==> src/rtl/adder_arb_pkg.sv <==
// Shared types and constants for the shared-adder arbiter.
//   DATA_W    : operand / result width
//   state_e   : arbiter FSM encoding
//   operand_t : operand pair captured at grant
package adder_arb_pkg;

  localparam int unsigned DATA_W = 16;

  typedef enum logic [1:0] {
    ST_IDLE = 2'd0,
    ST_ADD  = 2'd1,
    ST_DONE = 2'd2
  } state_e;

  typedef struct packed {
    logic [DATA_W-1:0] a;
    logic [DATA_W-1:0] b;
  } operand_t;

endpackage : adder_arb_pkg

==> src/rtl/adder_arb_if.sv <==
// Request/response bundle between NREQ requesters and the shared adder.
//   req        : per-requester add request
//   op_a, op_b : packed operands, requester i at [DATA_W*i +: DATA_W]
//   gnt, done  : one-hot grant / one-cycle completion pulse
//   sum, co    : result of the last completed add
//   busy       : an add is in flight
interface adder_arb_if
  import adder_arb_pkg::*;
#(
  parameter int unsigned NREQ = 4
);

  logic [NREQ-1:0]        req;
  logic [DATA_W*NREQ-1:0] op_a;
  logic [DATA_W*NREQ-1:0] op_b;
  logic [NREQ-1:0]        gnt;
  logic [NREQ-1:0]        done;
  logic [DATA_W-1:0]      sum;
  logic                   co;
  logic                   busy;

  modport master (
    output req, op_a, op_b,
    input  gnt, done, sum, co, busy
  );

  modport slave (
    input  req, op_a, op_b,
    output gnt, done, sum, co, busy
  );

endinterface : adder_arb_if

==> src/rtl/adder_arb_fulladder16.sv <==
// Combinational DATA_W-bit adder with carry-in and carry-out.
//   a_i, b_i, ci_i : addends and carry-in
//   sum_c_o, co_c_o: unregistered sum and carry-out
module fulladder16
  import adder_arb_pkg::*;
(
  input  logic [DATA_W-1:0] a_i,
  input  logic [DATA_W-1:0] b_i,
  input  logic              ci_i,
  output logic [DATA_W-1:0] sum_c_o,
  output logic              co_c_o
);

  logic [DATA_W:0] full_c;

  assign full_c  = (DATA_W+1)'(a_i) + (DATA_W+1)'(b_i) + (DATA_W+1)'(ci_i);
  assign sum_c_o = full_c[DATA_W-1:0];
  assign co_c_o  = full_c[DATA_W];

endmodule : fulladder16

==> src/rtl/adder_arb.sv <==
// Round-robin arbiter sharing one adder among NREQ requesters.
// One add at a time: IDLE (arbitrate, capture operands) -> ADD (register
// result) -> DONE (pulse done) -> IDLE.
//   clk   : clock, rising edge
//   rst_n : synchronous active-low reset
//   bus   : adder_arb_if slave modport (req/op_a/op_b in, gnt/done/sum/co/busy out)
module adder_arb
  import adder_arb_pkg::*;
#(
  parameter int unsigned NREQ = 4
) (
  input  logic        clk,
  input  logic        rst_n,
  adder_arb_if.slave  bus
);

  localparam int unsigned PTR_W = $clog2(NREQ);

  state_e            state_q, state_d;
  logic [PTR_W-1:0]  ptr_q, ptr_d;
  logic [NREQ-1:0]   gnt_q, gnt_d;
  logic [NREQ-1:0]   done_q, done_d;
  logic [DATA_W-1:0] sum_q, sum_d;
  logic              co_q, co_d;
  logic              busy_q, busy_d;
  operand_t          opnd_q, opnd_d;

  logic              found_c;
  logic [PTR_W-1:0]  winner_c;
  operand_t          sel_opnd_c;
  logic [DATA_W-1:0] add_sum_c;
  logic              add_co_c;

  // Round-robin search starting at ptr, wrapping at NREQ-1.
  always_comb begin
    int unsigned idx;
    found_c  = 1'b0;
    winner_c = '0;
    idx      = 0;
    for (int unsigned k = 0; k < NREQ; k++) begin
      idx = 32'(ptr_q) + k;
      if (idx >= NREQ) idx = idx - NREQ;
      if (!found_c && bus.req[PTR_W'(idx)]) begin
        found_c  = 1'b1;
        winner_c = PTR_W'(idx);
      end
    end
  end

  // Operand mux for the current winner.
  always_comb begin
    sel_opnd_c = '0;
    for (int unsigned i = 0; i < NREQ; i++) begin
      if (winner_c == PTR_W'(i)) begin
        sel_opnd_c.a = bus.op_a[DATA_W*i +: DATA_W];
        sel_opnd_c.b = bus.op_b[DATA_W*i +: DATA_W];
      end
    end
  end

  // Shared adder works only from the captured operands.
  fulladder16 u_add (
    .a_i     (opnd_q.a),
    .b_i     (opnd_q.b),
    .ci_i    (1'b0),
    .sum_c_o (add_sum_c),
    .co_c_o  (add_co_c)
  );

  // State and output registers.
  always_ff @(posedge clk) begin
    if (!rst_n) begin
      state_q <= ST_IDLE;
      ptr_q   <= '0;
      gnt_q   <= '0;
      done_q  <= '0;
      sum_q   <= '0;
      co_q    <= 1'b0;
      busy_q  <= 1'b0;
      opnd_q  <= '0;
    end else begin
      state_q <= state_d;
      ptr_q   <= ptr_d;
      gnt_q   <= gnt_d;
      done_q  <= done_d;
      sum_q   <= sum_d;
      co_q    <= co_d;
      busy_q  <= busy_d;
      opnd_q  <= opnd_d;
    end
  end

  // Next-state and output logic.
  always_comb begin
    state_d = state_q;
    ptr_d   = ptr_q;
    gnt_d   = gnt_q;
    done_d  = '0;
    sum_d   = sum_q;
    co_d    = co_q;
    busy_d  = busy_q;
    opnd_d  = opnd_q;

    unique case (state_q)
      ST_IDLE: begin
        if (found_c) begin
          gnt_d   = NREQ'(1) << winner_c;
          opnd_d  = sel_opnd_c;
          ptr_d   = (winner_c == PTR_W'(NREQ-1)) ? '0 : winner_c + PTR_W'(1);
          busy_d  = 1'b1;
          state_d = ST_ADD;
        end
      end
      ST_ADD: begin
        sum_d   = add_sum_c;
        co_d    = add_co_c;
        done_d  = gnt_q;
        state_d = ST_DONE;
      end
      ST_DONE: begin
        gnt_d   = '0;
        busy_d  = 1'b0;
        state_d = ST_IDLE;
      end
      default: begin
        gnt_d   = '0;
        busy_d  = 1'b0;
        state_d = ST_IDLE;
      end
    endcase
  end

  assign bus.gnt  = gnt_q;
  assign bus.done = done_q;
  assign bus.sum  = sum_q;
  assign bus.co   = co_q;
  assign bus.busy = busy_q;

endmodule : adder_arb

==> src/flat_wrapper.sv <==
// flat-port wrapper written by rule: the top's interface ports become plain ports
module adder_arb_flat import adder_arb_pkg::*;
#(
  parameter int unsigned NREQ = 4
)
  (clk, rst_n, bus_req, bus_op_a, bus_op_b, bus_gnt, bus_done, bus_sum, bus_co, bus_busy);
  adder_arb_if #(.NREQ(NREQ)) bus_i ();
  input  logic clk;
  input  logic rst_n;
  input wire logic [$bits(bus_i.req)-1:0] bus_req;
  input wire logic [$bits(bus_i.op_a)-1:0] bus_op_a;
  input wire logic [$bits(bus_i.op_b)-1:0] bus_op_b;
  output wire logic [$bits(bus_i.gnt)-1:0] bus_gnt;
  output wire logic [$bits(bus_i.done)-1:0] bus_done;
  output wire logic [$bits(bus_i.sum)-1:0] bus_sum;
  output wire logic [$bits(bus_i.co)-1:0] bus_co;
  output wire logic [$bits(bus_i.busy)-1:0] bus_busy;
  assign bus_i.req = bus_req;
  assign bus_i.op_a = bus_op_a;
  assign bus_i.op_b = bus_op_b;
  assign bus_gnt = bus_i.gnt;
  assign bus_done = bus_i.done;
  assign bus_sum = bus_i.sum;
  assign bus_co = bus_i.co;
  assign bus_busy = bus_i.busy;
  adder_arb #(.NREQ(NREQ)) u_core (.clk(clk), .rst_n(rst_n), .bus(bus_i));
endmodule
==> config.mk <==
export PLATFORM = sky130hd
export DESIGN_NAME = adder_arb_flat
export DESIGN_NICKNAME = d
export VERILOG_FILES = /design/src/rtl/adder_arb_pkg.sv /design/src/rtl/adder_arb_if.sv /design/src/rtl/adder_arb_fulladder16.sv /design/src/rtl/adder_arb.sv /design/src/flat_wrapper.sv
export SDC_FILE = /design/constraint.sdc
export NUM_CORES = 1
export LEC_CHECK = 0
export ABC_AREA = 1
export CORE_UTILIZATION = 51
export CTS_BUF_LIST = sky130_fd_sc_hd__clkbuf_2 sky130_fd_sc_hd__clkbuf_4 sky130_fd_sc_hd__clkbuf_8
export CTS_CLUSTER_DIAMETER = 200
export DETAILED_ROUTE_END_ITERATION = 8
export PLACE_DENSITY = 0.88
export SLEW_MARGIN = 30
export SYNTH_ARGS = -nofsm -noshare
export SYNTH_HDL_FRONTEND = slang
export SYNTH_SLANG_ARGS = --single-unit
==> constraint.sdc <==
create_clock -name clk -period 4.3 [get_ports clk]
set_input_delay 0.86 -clock clk [delete_from_list [all_inputs] [get_ports clk]]
set_output_delay 0.86 -clock clk [all_outputs]
set_load 0.02 [all_outputs]
### Yosys cells after proc, flatten, opt, wreduce, memory -nomap -nowiden

Index checks and enable logic that the tools add are counted.

| word-level totals | value |
|---|---|
| register bits | 62 |
| bits of input ports | 134 |
| logic and storage cells | 75 |

| operators by class | value |
|---|---|
| $add $sub $neg | 9 |
| reductions and logical operators | 11 |
| muxes and demuxes | 31 |
| $lt $le $gt $ge | 8 |
| equal/unequal tests | 5 |
| bitwise gates (word level) | 1 |
| shift-type cells | 1 |

Operator list:

| operator | count |
|---|---|
| $mux 32 | 4 |
| $mux 2 | 10 |
| $add 16x16->17 | 1 |
| $lt 2x3->1 const B | 4 |
| $ge 3x3->1 const B | 3 |
| $mux 1 | 9 |
| $bmux 1 s2 | 4 |
| $pmux 4 s2 | 1 |
| $sub 2x1->2 const B | 4 |
| $add 2x2->3 const B | 2 |
| $reduce_and 2->1 | 3 |
| $eq 2x1->1 const B | 2 |
| $eq 2x2->1 const B | 2 |
| $logic_not 2->1 | 2 |
| $mux 4 | 1 |
| $pmux 2 s2 | 1 |
| $shl 1x2->4 const A | 1 |
| $add 2x1->3 const B | 1 |
| $ge 2x3->1 const B | 1 |
| $logic_and 1x1->1 | 3 |
| $logic_not 1->1 | 3 |
| $add 2x1->2 const B | 1 |
| $ne 2x1->1 const B | 1 |
| $pmux 1 s2 | 1 |
| $not 1->1 | 1 |

### Logic depth before layout (Yosys ltp)

Gate-level depths: netlist of the first run.

| logic depth | value |
|---|---|
| word-level depth | 19 |
| depth in mapped cells | 22 |
| gate-level depth less buffers | 19 |

### Hierarchy

Synthesis of the first run repeated with hierarchy kept, for this count alone.

| unflattened totals | value |
|---|---|
| cells, all modules | 767 |
| area, all modules | 4923.5 µm² |

Modules (own cells, without submodules):

| module | cells each | area each (µm²) | times used | seq. area each (µm²) |
|---|---|---|---|---|
| adder_arb | 579 | 3925.0 | 1 | 1241.2 |
| fulladder16 | 188 | 998.5 | 1 | 0.0 |

### Worst setup path before layout of the first run

No wires, ideal clock.

| timing path | value |
|---|---|
| path kind | in2reg |
| from | input bus_req[1] |
| to | register u_core.opnd_q[10] (netlist name) |
| buffers on the path | 3 |
| setup slack | 1.318 ns |
| required time | 4.236 ns |
| stages | 19 |
| data arrival time | 2.918 ns |
| cells stage by stage | inv_1 -> nand2_1 -> nand3_1 -> nand2_2 -> nor2_8 -> nand3_4 -> clkbuf_8 -> nand3_1 -> inv_1 -> ha_1 -> clkbuf_1 -> nor2_1 -> buf_2 -> nand2_1 -> nand2_1 -> a22oi_1 -> nand3_1 -> nand2_1 -> nor2_1 |

| between the ends | value |
|---|---|
| word-level cells in the longest chain between the ends | 17 |
| elaborated cells on any way between the ends | 31 |

Ends and longest elaborated chain:

| what | RTL line | source |
|---|---|---|
| start: declaration | flat_wrapper.sv:10 | `input wire logic [$bits(bus_i.req)-1:0] bus_req;` |
| $bmux 1 s2 | adder_arb.sv:43 | `if (!found_c && bus.req[PTR_W'(idx)]) begin` |
| $mux 1 (not written as such) | adder_arb.sv:43 |  |
| $mux 1 | adder_arb.sv:43 |  |
| $logic_not 1->1 | adder_arb.sv:43 |  |
| $logic_and 1x1->1 | adder_arb.sv:43 |  |
| $mux 1 | adder_arb.sv:43 |  |
| $logic_not 1->1 | adder_arb.sv:43 |  |
| $logic_and 1x1->1 | adder_arb.sv:43 |  |
| $mux 1 | adder_arb.sv:43 |  |
| $logic_not 1->1 | adder_arb.sv:43 |  |
| $logic_and 1x1->1 | adder_arb.sv:43 |  |
| $mux 2 | adder_arb.sv:43 |  |
| $logic_not 2->1 | adder_arb.sv:54 | `if (winner_c == PTR_W'(i)) begin` |
| $mux 32 (4 in a row) | adder_arb.sv:54 |  |
| end signal: assignment | adder_arb.sv:89 | `opnd_q <= opnd_d;` |
| end: declaration | adder_arb.sv:26 | `operand_t opnd_q, opnd_d;` |

Parallel ways exist; a longest one is shown, timed or not. The select of a mux whose other input is x is not followed.
A chain may end at the register's enable or synchronous reset.

### Worst setup path in the final report of the first run

| timing path | value |
|---|---|
| from | input bus_req[1] |
| to | register u_core.opnd_q[27] (netlist name) |

Same word-level chain as after synthesis.

==> results of run 1 <==
-- worst max path at each step --
stage	endpoint	startpoint	slack (ns)	depth (start not counted)
floorplan	u_core.opnd_q[10]$_SDFFE_PN0P_	bus_req[1]	1.32	19
global placement	u_core.opnd_q[19]$_SDFFE_PN0P_	bus_req[2]	0.58	18
detailed placement	u_core.opnd_q[8]$_SDFFE_PN0P_	bus_req[2]	0.78	18
CTS	u_core.opnd_q[6]$_SDFFE_PN0P_	bus_req[2]	1.12	18
global route	u_core.opnd_q[27]$_SDFFE_PN0P_	bus_req[2]	0.84	18
finish	u_core.opnd_q[27]$_SDFFE_PN0P_	bus_req[1]	1.12	17
-- metrics by stage --
stage | power [W] | hold WS, ns | cell area, um2 | util (%)
finish | 0.00540 | 0.444 | 6450 | 73.2
global route | 0.00594 | 0.471 | 6450 | 73.2
CTS | 0.00538 | 0.446 | 6450 | 73.2
detailed placement | 0.00478 | 0.434 | 6230 | 70.7
global placement | 0.00471 | 0.428 | 6230 | 70.7
floorplan | 0.00391 | 0.444 | 4690 | -
-- synthesized netlist by cell type, types with 4 or more instances --
| master | number | area, um2 |
|---|---|---|
| nand2_2 | 7 | 43.8 |
| a21oi_1 | 47 | 235 |
| a22oi_1 | 32 | 240 |
| nor2_2 | 31 | 194 |
| nor2_1 | 128 | 480 |
| dfxtp_1 | 62 | 1240 |
| buf_4 | 4 | 30.0 |
| buf_1 | 5 | 18.8 |
| nand4_1 | 4 | 25.0 |
| inv_1 | 66 | 248 |
| clkbuf_1 | 17 | 63.8 |
| nand3_1 | 60 | 300 |
| o21ai_0 | 15 | 75.1 |
| buf_2 | 6 | 30.0 |
| ha_1 | 20 | 250 |
| nand2_1 | 230 | 863 |
-- worst max-delay path, cell delays in order --
cell	delay [ns]
clkdlybuf4s50_1	0.42
inv_1	0.06
nand2_1	0.06
nand3_1	0.16
nand2_2	0.11
nor2_8	0.16
nand4_1	0.10
nand3_1	0.08
nand2_1	0.09
inv_1	0.09
ha_2	0.40
buf_12	0.26
nor2_1	0.07
a22oi_1	0.20
nand3_1	0.12
nand2_1	0.09
nor2_1	0.05
-- area by class of cell --
cell class	instances	share of cell area (%)
clock buffer	11	2.35
clock inverter	4	1.09
inverter	70	4.27
multi-input combinational	594	45.3
sequential	62	19.3
tap	108	2.10
timing repair buffer	166	25.6
-- state kept, by name, summed over array words and instances (netlist names) --
register and cells:
u_core.bus.busy 1, u_core.bus.co 1, u_core.bus.done 4, u_core.bus.gnt 4
u_core.bus.sum 16, u_core.opnd_q 32, u_core.ptr_q 2, u_core.state_q 2
-- cell families (layout without fill, tap and decap cells) --
group / after synthesis / in the layout / share of synthesized area (%)
simple gates: 472 / 472 / 43.5
flops: 62 / 62 / 26.5
fa+ha+maj: 21 / 21 / 5.76
buf+inv: 109 / 251 / 11.3
xor+xnor: 5 / 5 / 0.934
compound gates: 96 / 96 / 12.1
-- layer usage --
metal	up-vias	GRT usage, %
li1	2699	-
met1	2406	36.8
met2	215	53.0
met3	38	4.58
met4	0	12.8
met5	-	0
-- power by group through the flow --
stage / Combinational [W] / Sequential, W / Clock [W]
floorplan: 0.00291 / 0.00100 / 0
global placement: 0.00375 / 0.000957 / 0
detailed placement: 0.00381 / 0.000966 / 0
CTS: 0.00385 / 0.000957 / 0.000581
global route: 0.00436 / 0.000978 / 0.000607
finish: 0.00386 / 0.000958 / 0.000574
==> run_results.csv, run 1 <==
group,metric,value,unit
clocking,cts.sinks,62,
clocking,clkTransAtPathRegs,0.07,ns
grt,grt_max_degree,57,
power,p_switching,0.00276,W
power,pwr-share-seq,17.8,%
final_layout,diodes,0,
power,p_clk_share,10.6,%
final_layout,final_cell_mix,"230 x nand2_1, 158 x clkdlybuf4s50_1, 127 x nor2_1, 65 x inv_1, 62 x dfxtp_1",
clocking,post_cts_buffers,0,
placed_design,dp_hpwl,10.9,mm
yosys,syn-cell-area,4690,um2
detailed_routing,viasPerCell,5.28,
setup_path,reg2reg_depth,15,
final_layout,seq_area,1240,um2
floorplanning,core,8810,um2
min_path,worstHoldPathCells,2,
setup_path,startpoint_type,"input pin",
clocking,root_buffer,"clkbuf_8",
timing,tightest_slew,0.551,ns
timing,setup_slack,1.12,ns
floorplanning,io-pin-count,160,
grt,grt_pass1_wl,23.7,mm
timing,setup_viol,0,
timing,max_freq,0.314,GHz
floorplanning,start_util,53.3,%
setup_path,reg2reg_slack,1.42,ns
detailed_routing,drt-total-wl,14.0,mm
min_path,worst_hold_path.endpoint,"u_core.bus.done[3]$_SDFF_PN0_",
power,power_leakage,3.15,nW
grt,grt_use_total,30.3,%
yosys,synth_edf_count,0,
clocking,clock_latency,0.34,ns
placed_design,portBuffers,159,
power,p_comb_share,71.6,%
grt,grt_overflow,0,
detailed_routing,wl_per_cell,13.7,um
clocking,htreeDepth,3,
min_path,hp-start,"u_core.bus.gnt[3]$_SDFFE_PN0P_",
setup_path,worst_ep_required_time,4.53,ns
yosys,ys_types,36,
job,drv_cap,0,
detailed_routing,drc,3,
placed_design,gp_congestion,0.896,
yosys,synth_seq_cells,62,
detailed_routing,ant_nets,0,
clocking,cts_resized,0,
grt,antenna_found_initial,0,
timing,rsz0062_at_grt,"no",
final_layout,drive_above_1_share,8.16,%
clocking,cts_buffers,9,
detailed_routing,met3_length,955,um
power,netSwitchingFraction,51.2,%
floorplanning,die_w,97.9,um
clocking,clock_path_buffers,2,
setup_path,rr_startpoint,"u_core.ptr_q[0]$_SDFFE_PN0P_",
detailed_routing,initialDrtViolationCount,282,
detailed_routing,top_layer,"met4",
final_layout,area_growth,37.5,%
power,powerDensity,837,nW/um2
timing,hold_viol_final,0,
setup_path,crit_arrival,3.41,ns
setup_path,critPathKind,"in -> reg",
final_layout,multi_input_area,2920,um2
grt,grt_pass1_vias,5233,
yosys,synth_area_per_cell,6.13,um2
power,p_int,0.00264,W
timing,period_minus_slack,3.18,ns
detailed_routing,dr.pass1.iters,7,
setup_path,end_kind,"flop",
floorplanning,fp-row-count,34,
detailed_routing,wl_met2,6.48,mm
timing,finClkSkew,0.00933,ns
clocking,cts_hold_buffers,0,
yosys,synth_flop_cell,"dfxtp_1",
detailed_routing,met1Wirelength,6.08,mm
final_layout,final_common_cell,"nand2_1",
floorplanning,dieArea,9580,um2
setup_path,path_max_fanout,48,
timing,final_max_slew_viol_count,0,
detailed_routing,vias,5358,
yosys,async_reset_ff_share,0,%
final_layout,nFillCells,742,
outcome,status,"finished with violations",
final_layout,nets,1058,
final_layout,layout.cells.non_filler,1015,
yosys,syn_inst,765,
yosys,synth_warnings,0,
timing,finalCritPeriodShare,74.0,%
placed_design,placedCellCount,1000,
clocking,cts_tree,"yes",
floorplanning,fp.dieH,97.9,um
placed_design,place_ws,0.783,ns
setup_path,reg2reg_to,"u_core.opnd_q[27]$_SDFFE_PN0P_",
timing,setup-tns-final,0,ns
min_path,hold_path.class,"reg -> reg",
timing,slew_headroom,63.0,%
outcome,violations,"design-rule violations",
yosys,ys_seq_area_share,26.5,%
power,power.ir.vdd_worst,0.000598,V
yosys,synth_nets,920,
(Power assumes the default switching activity.)
==> run 2, diff against run 1 <==
--- a/config.mk
+++ b/config.mk
@@ -6,11 +6,11 @@
 export NUM_CORES = 1
 export LEC_CHECK = 0
 export ABC_AREA = 1
-export CORE_UTILIZATION = 51
+export CORE_UTILIZATION = 43
 export CTS_BUF_LIST = sky130_fd_sc_hd__clkbuf_2 sky130_fd_sc_hd__clkbuf_4 sky130_fd_sc_hd__clkbuf_8
 export CTS_CLUSTER_DIAMETER = 200
 export DETAILED_ROUTE_END_ITERATION = 8
-export PLACE_DENSITY = 0.88
+export PLACE_DENSITY = 0.79
 export SLEW_MARGIN = 30
 export SYNTH_ARGS = -nofsm -noshare
 export SYNTH_HDL_FRONTEND = slang
==> constraint.sdc (replaced) <==
create_clock -name clk -period 2.7 [get_ports clk]
set_input_delay 0.54 -clock clk [delete_from_list [all_inputs] [get_ports clk]]
set_output_delay 0.54 -clock clk [all_outputs]
set_load 0.02 [all_outputs]
==> run_results.csv, run 2 (synthesized netlist as in run 1, its figures left out) <==
group,metric,value,unit
final_layout,area_growth,48.9,%
timing,hold_viol_final,0,
setup_path,path_max_fanout,17,
min_path,hp-start,"u_core.bus.gnt[2]$_SDFFE_PN0P_",
clocking,clock_latency,0.36,ns
power,power.ir.vdd_worst,0.000819,V
placed_design,dp_hpwl,10.5,mm
outcome,status,"finished, final reports clean",
power,power_leakage,3.36,nW
floorplanning,dieArea,11300,um2
setup_path,reg2reg_to,"u_core.opnd_q[25]$_SDFFE_PN0P_",
grt,grt_pass1_vias,4977,
timing,finClkSkew,0.0159,ns
detailed_routing,dr.pass1.iters,5,
detailed_routing,drc,0,
clocking,cts_tree,"yes",
timing,setup_slack,0.151,ns
clocking,root_buffer,"clkbuf_8",
setup_path,crit_arrival,2.80,ns
final_layout,final_cell_mix,"222 x nand2_1, 154 x clkdlybuf4s50_1, 125 x nor2_1, 61 x inv_1, 60 x dfxtp_1",
final_layout,multi_input_area,3110,um2
grt,grt_overflow,0,
grt,antenna_found_initial,0,
floorplanning,fp-row-count,37,
placed_design,place_area,6470,um2
floorplanning,start_util,44.8,%
timing,max_freq,0.392,GHz
placed_design,placedCellCount,1047,
timing,finalCritPeriodShare,94.4,%
detailed_routing,vias,5372,
clocking,clock_path_buffers,2,
min_path,worstHoldPathCells,2,
grt,grt_max_degree,56,
final_layout,diodes,0,
final_layout,max_flop_register,"u_core.opnd_q",
clocking,htreeDepth,3,
clocking,cts_buffers,9,
floorplanning,fp.dieH,106,um
placed_design,portBuffers,159,
clocking,clkTransAtPathRegs,0.08,ns
power,powerDensity,1450,nW/um2
final_layout,drive_above_1_share,14.5,%
final_layout,seq_area,1240,um2
placed_design,gp_congestion,0.921,
timing,timing.hold.ws,0.450,ns
detailed_routing,viasPerCell,5.03,
setup_path,reg2reg_depth,19,
placed_design,place_ws,-0.412,ns
final_layout,final_common_cell,"nand2_1",
clocking,cts.sinks,62,
final_layout,final_area,6980,um2
min_path,worst_hold_path.endpoint,"u_core.bus.done[2]$_SDFF_PN0_",
min_path,hold_path.class,"reg -> reg",
timing,setup_viol,0,
final_layout,layout.cells.non_filler,1069,
floorplanning,die_w,106,um
timing,tightest_slew,0.543,ns
setup_path,startpoint_type,"flop",
timing,setup-tns-final,0,ns
setup_path,critPathKind,"reg -> reg",
final_layout,largest_reg_flops,32,
setup_path,rr_startpoint,"u_core.ptr_q[0]$_SDFFE_PN0P_",
grt,grt_pass1_wl,23.2,mm
detailed_routing,ant_nets,0,
setup_path,reg2reg_slack,0.15,ns
detailed_routing,drt-total-wl,14.5,mm
setup_path,end_kind,"flop",
final_layout,nFillCells,929,
detailed_routing,initialDrtViolationCount,292,
grt,grt_use_total,25.5,%
timing,final_max_slew_viol_count,0,
timing,period_minus_slack,2.55,ns
floorplanning,core,10500,um2
timing,slew_headroom,63.8,%
floorplanning,io-pin-count,160,
job,drv_cap,0,
setup_path,worst_ep_required_time,2.95,ns
final_layout,nets,1083,
detailed_routing,wl_per_cell,13.6,um
-- run 2: power breakdown --
| part | internal, W | switching [W] | leakage, nW |
|---|---|---|---|
| clock network | 0.000456 | 0.000402 | 0.0951 |
| registers | 0.00126 | 0.000252 | 0.513 |
| logic | 0.00334 | 0.00441 | 2.75 |
| total | 0.00505 | 0.00506 | 3.36 |
-- run 2: critical path: stages, from the launching register on --
cell	delay [ns]
dfxtp_2	0.39
buf_6	0.16
nand2_1	0.08
nand2_2	0.10
nand2_2	0.08
nand2_4	0.09
inv_1	0.04
nand2_1	0.08
nand2_1	0.06
nand2_2	0.10
nand3_4	0.13
inv_4	0.10
buf_4	0.11
ha_4	0.19
buf_6	0.20
nor2_1	0.07
a22oi_1	0.23
nand3_1	0.11
nand2_1	0.08
nor2_1	0.05
-- run 2: what timing repair did --
action                                  in CTS  in global routing
hold buffers                                 0                  0
endpoints found under the hold margin        0                  0
pin swaps                                    0                 20
gates resized for setup                      4                 51
endpoints found under the setup margin      12                 32
cloned                                       0                  3
setup buffers                                0                  3
-- run 2: layout make-up --
cell class	instances	area share, %
multi-input combinational	594	44.6
timing repair buffer	191	28.2
sequential	62	17.8
inverter	70	3.98
tap	136	2.44
clock buffer	10	1.97
clock inverter	6	1.00
-- run 2: layer usage --
metal	part of all wire, %	track usage, %	vias up
met1	45	32.6	2386
li1	-	-	2762
met2	47	43.6	201
met5	0	0	-
met4	1.6	7.44	0
met3	6.1	4.54	23
-- run 2: worst max-delay path by stage --
stage / startpoint / endpoint / slack, ns / cells past startpoint
after floorplan: bus_req[1] / u_core.opnd_q[10]$_SDFFE_PN0P_ / 0.04 / 19
after global placement: bus_req[0] / u_core.opnd_q[13]$_SDFFE_PN0P_ / -0.35 / 19
after detailed placement: bus_req[0] / u_core.opnd_q[19]$_SDFFE_PN0P_ / -0.41 / 20
after CTS: bus_req[0] / u_core.opnd_q[19]$_SDFFE_PN0P_ / -0.02 / 20
after global routing: u_core.ptr_q[0]$_SDFFE_PN0P_ / u_core.opnd_q[19]$_SDFFE_PN0P_ / -0.003 / 19
final: u_core.ptr_q[0]$_SDFFE_PN0P_ / u_core.opnd_q[25]$_SDFFE_PN0P_ / 0.15 / 19
-- run 2: through the flow --
stage | power [W] | utilization, %
floorplan | 0.00623 | -
global placement | 0.00819 | 61.8
detailed placement | 0.00831 | 61.8
CTS | 0.00923 | 63.9
global route | 0.0111 | 66.8
finish | 0.0101 | 66.8
